<file path="src/rtl/sram_150b_512_ctrl.sv">
// Initiator-side controller for a 150b x 512 single-port OpenRAM macro: registered macro pins,
// 2-cycle read capture into a credit-protected response FIFO, and a whole-array zero-fill.
module sram_150b_512_ctrl #(
  parameter int unsigned DATA_WIDTH = 150,
  parameter int unsigned ADDR_WIDTH = 9,
  parameter int unsigned RSP_DEPTH  = 4
) (
  input  logic                  clk0,
  input  logic                  rst_n,
  input  logic                  req_valid,
  output logic                  req_ready,
  input  logic                  req_we,
  input  logic [ADDR_WIDTH-1:0] req_addr,
  input  logic [DATA_WIDTH-1:0] req_wdata,
  output logic                  rsp_valid,
  input  logic                  rsp_ready,
  output logic [DATA_WIDTH-1:0] rsp_rdata,
  input  logic                  clear_start,
  output logic                  clear_busy,
  output logic                  clear_done,
  output logic                  csb0,
  output logic                  web0,
  output logic [ADDR_WIDTH-1:0] addr0,
  output logic [DATA_WIDTH-1:0] din0,
  input  logic [DATA_WIDTH-1:0] dout0
);

  localparam int unsigned PtrW = $clog2(RSP_DEPTH);
  localparam int unsigned CntW = $clog2(RSP_DEPTH + 1);

  typedef enum logic [0:0] {StIdle, StClear} state_e;

  state_e                state_q;
  logic [ADDR_WIDTH-1:0] clear_ptr_q;
  logic                  clear_done_q;
  logic [CntW-1:0]       outstanding_q;
  logic                  rd_v1_q, rd_v2_q;
  logic [DATA_WIDTH-1:0] fifo_q [RSP_DEPTH];
  logic [PtrW:0]         wr_ptr_q, rd_ptr_q;

  logic accept, accept_rd, pop, push, fifo_full;

  assign clear_busy = (state_q == StClear);
  assign clear_done = clear_done_q;
  // Ready is forced low while reset is sampled so nothing is accepted at a resetting edge.
  assign req_ready  = rst_n && !clear_busy && (outstanding_q < CntW'(RSP_DEPTH));
  assign accept     = req_valid && req_ready;
  assign accept_rd  = accept && !req_we;

  assign rsp_valid  = (wr_ptr_q != rd_ptr_q);
  assign rsp_rdata  = fifo_q[rd_ptr_q[PtrW-1:0]];
  assign pop        = rsp_valid && rsp_ready;
  assign push       = rd_v2_q;
  assign fifo_full  = (wr_ptr_q[PtrW] != rd_ptr_q[PtrW]) &&
                      (wr_ptr_q[PtrW-1:0] == rd_ptr_q[PtrW-1:0]);

  // Macro pins; accepted requests and clear steps never coincide.
  always_ff @(posedge clk0) begin
    if (!rst_n) begin
      csb0  <= 1'b1;
      web0  <= 1'b1;
      addr0 <= '0;
      din0  <= '0;
    end else if (accept) begin
      csb0  <= 1'b0;
      web0  <= !req_we;
      addr0 <= req_addr;
      din0  <= req_wdata;
    end else if (clear_busy) begin
      csb0  <= 1'b0;
      web0  <= 1'b0;
      addr0 <= clear_ptr_q;
      din0  <= '0;
    end else begin
      csb0  <= 1'b1;
      web0  <= 1'b1;
    end
  end

  always_ff @(posedge clk0) begin
    if (!rst_n) begin
      state_q      <= StIdle;
      clear_ptr_q  <= '0;
      clear_done_q <= 1'b0;
    end else begin
      clear_done_q <= 1'b0;
      unique case (state_q)
        StIdle: begin
          if (clear_start) begin
            state_q     <= StClear;
            clear_ptr_q <= '0;
          end
        end
        StClear: begin
          clear_ptr_q <= clear_ptr_q + ADDR_WIDTH'(1);
          if (clear_ptr_q == '1) begin
            state_q      <= StIdle;
            clear_done_q <= 1'b1;
          end
        end
        default: state_q <= StIdle;
      endcase
    end
  end

  always_ff @(posedge clk0) begin
    if (!rst_n) begin
      outstanding_q <= '0;
    end else begin
      unique case ({accept_rd, pop})
        2'b10:   outstanding_q <= outstanding_q + CntW'(1);
        2'b01:   outstanding_q <= outstanding_q - CntW'(1);
        default: outstanding_q <= outstanding_q;
      endcase
    end
  end

  // Stage-2 valid lines up with dout0 driven at the previous negedge.
  always_ff @(posedge clk0) begin
    if (!rst_n) begin
      rd_v1_q  <= 1'b0;
      rd_v2_q  <= 1'b0;
      wr_ptr_q <= '0;
      rd_ptr_q <= '0;
    end else begin
      rd_v1_q <= accept_rd;
      rd_v2_q <= rd_v1_q;
      if (push) wr_ptr_q <= wr_ptr_q + (PtrW + 1)'(1);
      if (pop)  rd_ptr_q <= rd_ptr_q + (PtrW + 1)'(1);
    end
  end

  always_ff @(posedge clk0) begin
    if (rst_n && push) fifo_q[wr_ptr_q[PtrW-1:0]] <= dout0;
  end

  assert property (@(posedge clk0) disable iff (!rst_n) !(push && fifo_full));

endmodule

</file>
<file path="config.mk">
export PLATFORM = sky130hd
export DESIGN_NAME = sram_150b_512_ctrl
export DESIGN_NICKNAME = d
export VERILOG_FILES = /design/src/rtl/sram_150b_512_ctrl.sv
export SDC_FILE = /design/constraint.sdc
export NUM_CORES = 1
export LEC_CHECK = 0
export ABC_AREA = 1
export BUFFER_PORTS_ARGS = -buffer_cell sky130_fd_sc_hd__buf_4
export CORE_AREA = 2 2 248 250
export CTS_CLUSTER_SIZE = 8
export DETAILED_ROUTE_END_ITERATION = 8
export DIE_AREA = 0 0 250 252
export HOLD_SLACK_MARGIN = 0.06
export PLACE_DENSITY_LB_ADDON = 0.2
export SLEW_MARGIN = 10
export SYNTH_ARGS = -nofsm -noshare
export SYNTH_HDL_FRONTEND = slang
export SYNTH_SLANG_ARGS = --single-unit
export TNS_END_PERCENT = 100
</file>
<file path="constraint.sdc">
create_clock -name clk0 -period 15 [get_ports clk0]
set_clock_uncertainty 0.15 [all_clocks]
set_input_delay 0 -clock clk0 [delete_from_list [all_inputs] [get_ports clk0]]
set_output_delay 0 -clock clk0 [all_outputs]
set_load 0.01 [all_outputs]
</file>
==> out/metrics.yaml <==
yosys:
  async_reset_ff_share_pct: 0
  yosys-mux-area-fraction_pct: 0
  syn_inst: 2338
  synthXorXnorAreaFrac_pct: 0.06014
  synthesis.nets: 2662
  synth.distinct_cells: 28
  synth_top_area_share_pct: 61.86
  ys_seq_area_share_pct: 74.57
  synthAdderAreaFrac_pct: 0.4124
  synth_edf_count: 600
  synth.most_common_cell: "edfxtp_1"
  synth_top_family_by_area: "compound AO/OA/AOI/OAI gates"
  ys.warnings.count: 0
  synth-main-ff-cell: "edfxtp_1"
  ys_ff_latch: 785
  yosys-top-cells-count: "edfxtp_1 (600), nor2_1 (331), nand3_1 (314)"
  avgSynthCellArea_um2: 12.46
  synth_compound_area_share_pct: 11.75
  synthSimpleGateAreaFrac_pct: 10.35
  syn-cell-area_um2: 29130
  yosys.area.top_type: "edfxtp_1"
  synth_area_leaders: "edfxtp_1 (62%), dfxtp_1 (13%), nand3_1 (5.4%)"
power:
  peakVddDrop_uv: 134.2
  pwr-share-comb_pct: 15.9
  powerDensity_nw_per_um2: 123.4
  intPower_uw: 4066
  swShare_pct: 25.43
  p_sw_uw: 1387
  pwr-share-clk_pct: 40.2
  pwr-share-seq_pct: 43.9
  p_leak_uw: 0.01640
  p_total_uw: 5453
timing:
  worst_slew_pin_slew_ns: 1.367
  holdWs_ns: 0.07246
  fmax_mhz: 217.1
  hold_violations: 0
  period_share_pct: 30.70
  rsz0062_at_grt: "false"
  setup-violations-final: 0
  slew_violations: 0
  finalSetupTns_ns: 0
  relSlewSlack_pct: 8.889
  period_needed_ns: 4.605
route:
  dr.pass1.iters: 6
  drc_errors: 0
  antenna_left: 0
  drt-vias-per-instance: 5.732
  maxUsedRoutingLayer: "met5"
  drt-total-wl_mm: 99.37
  wire_per_inst_um: 22.43
  wl_met2_mm: 49.20
  routed-wl-met3_mm: 8.519
  wl_met1_mm: 34.84
  vias: 25390
  drt_iter0_drc: 2546
setup_path:
  start_kind: "register"
  critical_path_class: "register to output pin"
  r2r_slack_ns: 11.48
  crit_path_end_kind: "output pin"
  crit_arrival_ns: 4.46
  worstPathMaxFanout: 98
  crit_required_ns: 14.85
placement:
  hpwl_mm: 49.00
  portBuffers: 629
  gp_congestion: 0.8571
clock_tree:
  cts.path.max_buffers: 3
  cts.clk_slew.worst_paths_ns: 0.05
  clk_latency_ns: 0.64
  cts-root-buf: "clkbuf_16"
  ctsResizeCount: 0
  cts_tree: "done"
  numCtsBuffers: 108
  h-tree-depth: 3
  cts_sinks: 785
floorplanning:
  start_util_pct: 48.44
  core_area_um2: 60130
  io_pins: 630
  rows: 90
  die_y_um: 252
  design.die.area_um2: 63000
  chipWidth_um: 250
final_layout:
  areaGrowthSynthToFinish_pct: 51.70
  drive_gt1_share_pct: 21.53
  fin_nets: 3914
  final_core_util_pct: 73.48
global_route:
  grt_pass1_vias: 25850
  grt_antenna_before_repair: 28
  grt_first_pass_wirelength_mm: 147.3
  track_usage_pct: 30.17
  globalRoute.totalOverflow: 0
  grt_max_degree: 184
min_path:
  hold_path_class: "primary input to register"
outcome:
  status: "finished clean"
job:
  cap_violations: 0
state kept, by name, summed over array words and instances, names as in the netlist, named ones only:
signal and cells:
csb0 1, din0 150, outstanding_q 3, addr0 9, clear_busy 1, clear_done 1, web0 1, clear_ptr_q 9
rd_v1_q 1, fifo_q 600, push 1, wr_ptr_q 3, rd_ptr_q 3
what timing repair did:
action,in CTS,in global routing
hold endpoints to repair,785,0
buffers inserted,0,0
hold buffers,680,0
cell families after synthesis:
kind of cell    Yosys count
xor+xnor                  2
fa+ha+maj                 9
compound gates          639
flops                   785
simple gates            691
buf+inv                 212
power groups by stage:
| stage | sequential [uW] | combinational, uW | clock (uW) |
|---|---|---|---|
| after floorplan | 2440 | 328 | 0 |
| after global placement | 2430 | 680 | 0 |
| after detailed placement | 2430 | 693 | 0 |
| after CTS | 2390 | 838 | 2200 |
| after global routing | 2390 | 921 | 2300 |
| final | 2390 | 868 | 2190 |
layout make-up:
class / count / area [um^2]
timing repair buffer: 1329 / 11690
tap: 782 / 978.4
clock buffer: 132 / 2835
fill: 3596 / 15950
sequential: 785 / 21730
clock inverter: 7 / 143.9
inverter: 25 / 111.4
antenna: 29 / 72.57
multi-input combinational: 1341 / 6624
path summary, 6_finish.rpt:
| check | start | endpoint | depth (start not counted) |
|---|---|---|---|
| worst max-delay path | register | rsp_rdata[125] | 6 |
| worst min-delay path | dout0[87] | fifo_q[3][87]$_DFFE_PP_ | 2 |
| worst max register to register | clear_busy$_SDFF_PN0_ | din0[138]$_SDFFE_PN0N_ | 5 |
| worst min register to register | rd_v1_q$_SDFF_PN0_ | push$_SDFF_PN0_ | 2 |
worst max-delay path, cell delays in order (launching register included):
cell     delay, ns
dfxtp_4       0.53
buf_4         0.73
buf_4         0.83
buf_4         0.86
o21ai_0       0.26
o22ai_1       0.23
buf_4         0.17
metrics by stage:
| stage | cells | cell area, um^2 | setup slack [ns] |
|---|---|---|---|
| 4_1_cts | 4401 | 44110 | 10.43 |
| 3_5_place_dp | 3582 | 34330 | 11.14 |
| 5_1_grt | 4423 | 44170 | 10.09 |
| 6_report | 4430 | 44180 | 10.39 |
| 3_3_place_gp | 3582 | 34330 | 11.27 |
| 2_1_floorplan | 2338 | 29130 | 7.341 |
metal layers:
layer,track usage [%],vias to the layer above
li1,-,11170
met1,33.79,12310
met2,51.43,1433
met3,8.006,468
met4,19.11,10
met5,0,-
placed cells by master, fill, tap and decap left out, drive strengths merged, types with 2 or more instances in the layout:
| cell | Yosys | layout |
|---|---|---|
| a211oi | 5 | 5 |
| a21boi | 5 | 5 |
| a21oi | 165 | 165 |
| a22oi | 2 | 2 |
| a31oi | 2 | 2 |
| buf | 46 | 649 |
| clkbuf | 141 | 132 |
| clkinv | 0 | 7 |
| dfxtp | 185 | 185 |
| diode | 0 | 29 |
| dlygate4sd3 | 0 | 680 |
| edfxtp | 600 | 600 |
| ha | 8 | 8 |
| inv | 25 | 25 |
| nand2 | 36 | 36 |
| nand3 | 314 | 314 |
| nand4 | 3 | 3 |
| nor2 | 331 | 331 |
| nor3 | 3 | 3 |
| o21ai | 308 | 308 |
| o22ai | 151 | 151 |
| or2 | 2 | 2 |
| xnor2 | 2 | 2 |
Note: power is estimated with default switching activity, not from simulation.
